===== src/rtl/perf_counter_sampler_pkg.sv =====
// Shared debug types for the performance counter block and its window sampler.
// Both blocks import these constants so their counter count and width agree.
package perf_counter_sampler_pkg;

  localparam int NUM_PERF_COUNTERS  = 7;
  localparam int PERF_COUNTER_WIDTH = 32;
  localparam int PERF_WINDOW_WIDTH  = 24;
  localparam int PERF_SEQ_WIDTH     = 8;

  typedef enum logic [1:0] {
    IDLE  = 2'd0,
    RUN   = 2'd1,
    DRAIN = 2'd2
  } PerfSamplerState;

  typedef logic [$clog2(NUM_PERF_COUNTERS)-1:0] PerfCounterIndex;

endpackage


===== src/rtl/perf_sampler_window_timer.sv =====
// Window countdown for the sampler: loads window-1 (a zero window acts as one cycle),
// counts down while running, and can reload the latched window for periodic sampling.
module perf_sampler_window_timer #(
  parameter int WINDOW_WIDTH = 24
) (
  input  logic                    clk,
  input  logic                    rst_n,
  input  logic                    load,
  input  logic                    reload,
  input  logic                    run,
  input  logic [WINDOW_WIDTH-1:0] window,
  output logic                    zero
);

  logic [WINDOW_WIDTH-1:0] window_clamped;
  logic [WINDOW_WIDTH-1:0] window_q;
  logic [WINDOW_WIDTH-1:0] count_q;

  assign window_clamped = (window == '0) ? WINDOW_WIDTH'(1) : window;

  // NOTE: state registers use non-blocking assignment so every flop samples pre-edge values.
  always_ff @(posedge clk or negedge rst_n) begin
    if (!rst_n) begin
      window_q <= '0;
      count_q  <= '0;
    end else if (load) begin
      window_q <= window_clamped;
      count_q  <= window_clamped - WINDOW_WIDTH'(1);
    end else if (reload) begin
      count_q <= window_q - WINDOW_WIDTH'(1);
    end else if (run && count_q != '0) begin
      count_q <= count_q - WINDOW_WIDTH'(1);
    end
  end

  assign zero = (count_q == '0);

endmodule


===== src/rtl/perf_counter_sampler.sv =====
// Windowed sampler: baselines all live counters, snapshots deltas after the window,
// then streams one delta per handshake, once or periodically.
module perf_counter_sampler
  import perf_counter_sampler_pkg::*;
#(
  parameter int NUM_COUNTERS  = NUM_PERF_COUNTERS,
  parameter int COUNTER_WIDTH = PERF_COUNTER_WIDTH,
  parameter int WINDOW_WIDTH  = PERF_WINDOW_WIDTH,
  parameter int SEQ_WIDTH     = PERF_SEQ_WIDTH
) (
  input  logic                                  clk,
  input  logic                                  rst_n,
  input  logic                                  cfgStart,
  input  logic                                  cfgStop,
  input  logic [WINDOW_WIDTH-1:0]               cfgWindow,
  input  logic                                  cfgPeriodic,
  input  logic [NUM_COUNTERS*COUNTER_WIDTH-1:0] counterValue,
  output logic                                  outValid,
  input  logic                                  outReady,
  output logic [$clog2(NUM_COUNTERS)-1:0]       outIndex,
  output logic [COUNTER_WIDTH-1:0]              outDelta,
  output logic [SEQ_WIDTH-1:0]                  outSeq,
  output logic                                  busy,
  output logic                                  sampleDone
);

  localparam int IDX_W = $clog2(NUM_COUNTERS);
  localparam logic [IDX_W-1:0] LAST_IDX = IDX_W'(NUM_COUNTERS - 1);

  PerfSamplerState state_q, state_d;

  logic [COUNTER_WIDTH-1:0] base_q  [NUM_COUNTERS];
  logic [COUNTER_WIDTH-1:0] delta_q [NUM_COUNTERS];
  logic [IDX_W-1:0]         idx_q;
  logic [SEQ_WIDTH-1:0]     seq_q;
  logic                     periodic_q;
  logic                     done_q;
  logic                     timer_zero;

  logic start_fire, snap_fire, accept, last_accept;

  // Stop overrides every other event, so it is folded into each qualifier.
  always_comb begin
    start_fire  = (state_q == IDLE) && cfgStart && !cfgStop;
    snap_fire   = (state_q == RUN) && timer_zero && !cfgStop;
    accept      = (state_q == DRAIN) && outReady && !cfgStop;
    last_accept = accept && (idx_q == LAST_IDX);
  end

  perf_sampler_window_timer #(
    .WINDOW_WIDTH(WINDOW_WIDTH)
  ) u_window_timer (
    .clk   (clk),
    .rst_n (rst_n),
    .load  (start_fire),
    .reload(last_accept && periodic_q),
    .run   (state_q == RUN),
    .window(cfgWindow),
    .zero  (timer_zero)
  );

  always_ff @(posedge clk or negedge rst_n) begin
    if (!rst_n) state_q <= IDLE;
    else        state_q <= state_d;
  end

  // NOTE: next state defaults to the current state first, so no path can infer a latch.
  always_comb begin
    state_d = state_q;
    unique case (state_q)
      IDLE:    if (start_fire)  state_d = RUN;
      RUN:     if (snap_fire)   state_d = DRAIN;
      DRAIN:   if (last_accept) state_d = periodic_q ? RUN : IDLE;
      default:                  state_d = IDLE;
    endcase
    if (cfgStop) state_d = IDLE;
  end

  // NOTE: the base/delta arrays are flop-based and must read as zero after reset, so they are reset.
  always_ff @(posedge clk or negedge rst_n) begin
    if (!rst_n) begin
      for (int i = 0; i < NUM_COUNTERS; i++) begin
        base_q[i]  <= '0;
        delta_q[i] <= '0;
      end
      idx_q      <= '0;
      seq_q      <= '0;
      periodic_q <= 1'b0;
      done_q     <= 1'b0;
    end else begin
      done_q <= last_accept;
      if (start_fire) begin
        periodic_q <= cfgPeriodic;
        for (int i = 0; i < NUM_COUNTERS; i++)
          base_q[i] <= counterValue[i*COUNTER_WIDTH +: COUNTER_WIDTH];
      end
      // Modular subtraction gives the right delta across a counter wrap.
      if (snap_fire) begin
        idx_q <= '0;
        for (int i = 0; i < NUM_COUNTERS; i++)
          delta_q[i] <= counterValue[i*COUNTER_WIDTH +: COUNTER_WIDTH] - base_q[i];
      end
      if (accept) begin
        if (idx_q != LAST_IDX) begin
          idx_q <= idx_q + IDX_W'(1);
        end else begin
          seq_q <= seq_q + SEQ_WIDTH'(1);
          if (periodic_q) begin
            for (int i = 0; i < NUM_COUNTERS; i++)
              base_q[i] <= counterValue[i*COUNTER_WIDTH +: COUNTER_WIDTH];
          end
        end
      end
    end
  end

  assign outValid   = (state_q == DRAIN);
  assign busy       = (state_q != IDLE);
  assign outIndex   = idx_q;
  assign outDelta   = delta_q[idx_q];
  assign outSeq     = seq_q;
  assign sampleDone = done_q;

endmodule


===== config.mk =====
export PLATFORM = sky130hd
export DESIGN_NAME = perf_counter_sampler
export DESIGN_NICKNAME = d
export VERILOG_FILES = /design/src/rtl/perf_counter_sampler_pkg.sv /design/src/rtl/perf_sampler_window_timer.sv /design/src/rtl/perf_counter_sampler.sv
export SDC_FILE = /design/constraint.sdc
export NUM_CORES = 2
export LEC_CHECK = 0
export ABC_CLOCK_PERIOD_IN_PS = 8500
export CORE_UTILIZATION = 60
export CTS_BUF_LIST = sky130_fd_sc_hd__clkbuf_4
export DETAILED_ROUTE_END_ITERATION = 8
export DONT_BUFFER_PORTS = 1
export PLACE_DENSITY = 0.76
export SYNTH_ARGS = -nofsm -noshare
export SYNTH_HDL_FRONTEND = slang
export SYNTH_SLANG_ARGS = --single-unit

===== constraint.sdc =====
create_clock -name clk -period 8.5 [get_ports clk]
set_input_delay 0.85 -clock clk [delete_from_list [all_inputs] [get_ports clk]]
set_output_delay 0.85 -clock clk [all_outputs]
set_load 0.01 [all_outputs]

==> out/qor.txt <==
status -> finished, violations left
failing checks -> hold timing, slew limit
Post-synth top cells -> 511 x dfrtp_1, 403 x nand2_1, 293 x inv_1
critical setup path kind -> flip-flop to flip-flop
syn_nets -> 4095
Die ar. -> 0.0563 mm^2
ys async rst share -> 100%
max_slew headroom -> -51.8%
boundary pin count -> 300
Routed WL -> 103 mm
post-synth top area share -> 38.5%
Static Leak -> 0.0179 uW
RSZ-0062 raised after global routing -> no
vias in the first global route -> 28500
CTS Buf Count -> 144
GR Util All Layers -> 36.7%
Pwr Density -> 223 mW/mm^2
total power -> 8480 uW
Maximum Capacitance Violations -> 0
mean post-synth cell area -> 9.20 um^2
Setup Fix Bufs, Post-CTS -> 0
clock-pin slew on the worst setup and hold paths -> 60 ps
CP Launch Type -> flip-flop
Yosys cell types -> 77
Max rail drop VDD -> 0.000155 V
Setup Total Neg Slack -> 0 ps
Worst Path Arrival -> 5360 ps
Die X -> 237 um
RR Startpoint -> outIndex[0]
ratio of final minimum period to clock period -> 52.8%
post-route minimum period -> 4490 ps
Port Buffers -> 0
CTS root buf -> clkbuf_4
# rows -> 85
Core Area -> 0.0542 mm^2
Initial Utilization -> 61.3%
Synth Instances -> 3613
# hold bufs at CTS -> 243
R2R Path End -> u_window_timer.count_q[22]
nets -> 4345
number of synthesized flops with an enable pin -> 0
critical-path maximum fanout -> 14
worst skew pair latency -> 1050 ps
largest net degree at the start of global routing -> 512
multi-input logic area -> 0.0188 mm^2
initial antenna violation count -> 3
CP Capture Type -> flip-flop
H-tree levels -> 4
TritonRoute pass-1 iters -> 6
die height -> 237 um
Starting DRT DRC Count -> 2455
first-pass GRT wire length -> 160 mm
Tightest Pin Transition -> 2280 ps
fillcell total -> 4275
final core utilization -> 70.1%
mapped cell area -> 0.0332 mm^2
Avg WL per Cell -> 22.0 um
clk_skew -> 53.3 ps
total number of vias -> 28900
post-synth top area cell -> dfrtp_1
Synth Warn # -> 0
top post-synthesis cells by area -> dfrtp_1 38%, ha_1 8.3%, mux2_2 7.5%, nand2_1 4.6%, o21ai_0 4.3%
clock sinks -> 511
CTS max path bufs -> 3
Yosys reg bits -> 511
RD Place Congestion -> 0.963
share of layout cells above drive strength 1 -> 13.8%
top-count cell post-synth -> dfrtp_1
reg2reg path depth -> 15
synth-to-layout area growth -> 14.5%
sequential share of the synthesized area -> 38.5%
flop-to-flop setup slack -> 4010 ps
Slew Limit Fails -> 317
CTS tree -> done
final setup fails -> 0
worst min path class -> input port to async pin
Min Hold Slack -> -454 ps
Req. time, crit path -> 9370 ps
prevailing post-synth register cell -> dfrtp_1
vias per std cell -> 6.17
Final Hold Violating Endpoints -> 347
drt drc -> 0
Storage cell area -> 0.0128 mm^2
Overflow after GRT -> 0
Peak Freq -> 223 MHz
DP HPWL -> 71.1 mm
ANT nets after route -> 0
[cell usage in the layout, fill, tap and decap left out, types with 19 or more instances in the layout]
cell	instances
inv_1	293
nand2b_1	29
mux4_2	32
nor2_1	207
nor3_1	49
xnor2_1	101
a211oi_1	25
nand4_1	46
clkinv_1	19
o31ai_1	45
o21bai_1	36
nand3_1	56
nor4_1	23
a31oi_1	30
and3_1	28
mux2_2	222
a21oi_1	281
o21ai_0	287
nor2b_1	24
a21o_1	104
clkbuf_4	224
xor2_1	82
ha_1	221
dlygate4sd3_1	243
nand2_1	403
dfrtp_1	508
o21a_1	31
mux2i_1	51
[flip-flops by register name, summed over array words and instances (netlist names)]
name / cells
base_q: 224
delta_q: 224
u_window_timer.count_q: 24
u_window_timer.window_q: 24
outSeq: 8
outIndex: 3
state_q: 2
periodic_q: 1
sampleDone: 1
[area by class of cell]
cell class,instances,area share [%]
Multi-Input combinational cell,2652,49.3
Sequential cell,511,33.6
Timing Repair Buffer,261,6.82
Clock buffer,224,4.42
Inverter,293,2.89
Tap cell,696,2.29
Clock inverter,34,0.576
Antenna cell,7,0.0461
[power breakdown]
part | total, uW | leakage, uW | internal [uW] | switching (uW)
registers | 3000 | 0.00627 | 2770 | 233
clock network | 2420 | 0.00114 | 1290 | 1130
logic | 3060 | 0.0104 | 1300 | 1760
total | 8480 | 0.0179 | 5350 | 3130
[per-layer routing]
layer / wire (um) / share of wire (%) / vias to the layer above / track usage [%]
li1: - / - / 13400 / -
met1: 43900 / 43 / 14000 / 49.6
met2: 46200 / 45 / 1251 / 56.2
met3: 8660 / 8.4 / 213 / 8.64
met4: 4070 / 4.0 / 0 / 16.6
met5: 0 / 0 / - / 0
[worst max-delay path, cell delays in order (launching register included)]
cell and delay [ps]:
dfrtp_4 530, inv_1 110, ha_1 220, and2_1 140, buf_4 190, nand3_1 590
mux2_2 520, a21oi_1 160, ha_1 200, inv_1 50, nor3_1 360, nand2_1 260
nor3_1 510, nor2b_1 230, xnor2_1 130, a21oi_1 90
[cell families (layout without fill, tap and decap cells)]
family                     count (synthesis)  in the layout  synth area share, %
AOI/OAI and AO/OA                        972            972                 18.0
and+or+nand+nor                          964            964                 13.5
DFF                                      511            511                 38.5
buffers and inverters                    450            812                 5.15
muxes                                    305            305                 11.2
adders and majority gates                228            228                 8.75
xor gates and xnor gates                 183            183                 4.82
other                                      0              7                    0
[per-stage QoR]
stage | instance area (um^2) | setup slack (ps) | instances
6_report | 38000 | 4010 | 4678
2_1_floorplan | 33200 | 4500 | 3613
3_3_place_gp | 33700 | 3950 | 4170
4_1_cts | 38000 | 4080 | 4671
3_5_place_dp | 33700 | 3900 | 4170
5_1_grt | 38000 | 3640 | 4675
[worst max path at each step]
stage               slack, ps        start  depth (start not counted)                    endpoint
finish                   4010  outIndex[0]                         15  u_window_timer.count_q[22]
global route             3640  outIndex[0]                         15  u_window_timer.count_q[20]
CTS                      4080  outIndex[0]                         15  u_window_timer.count_q[22]
detailed placement       3900      cfgStop                         12  u_window_timer.count_q[22]
global placement         3950      cfgStop                         12  u_window_timer.count_q[22]
floorplan                4500  outIndex[0]                         17  u_window_timer.count_q[22]
[timing repair]
item / in CTS / in global routing
resized for setup: 0 / 0
endpoints found under the setup margin: 0 / 0
endpoints found under the hold margin: 755 / 511
Power figures use the tool's default switching activity.
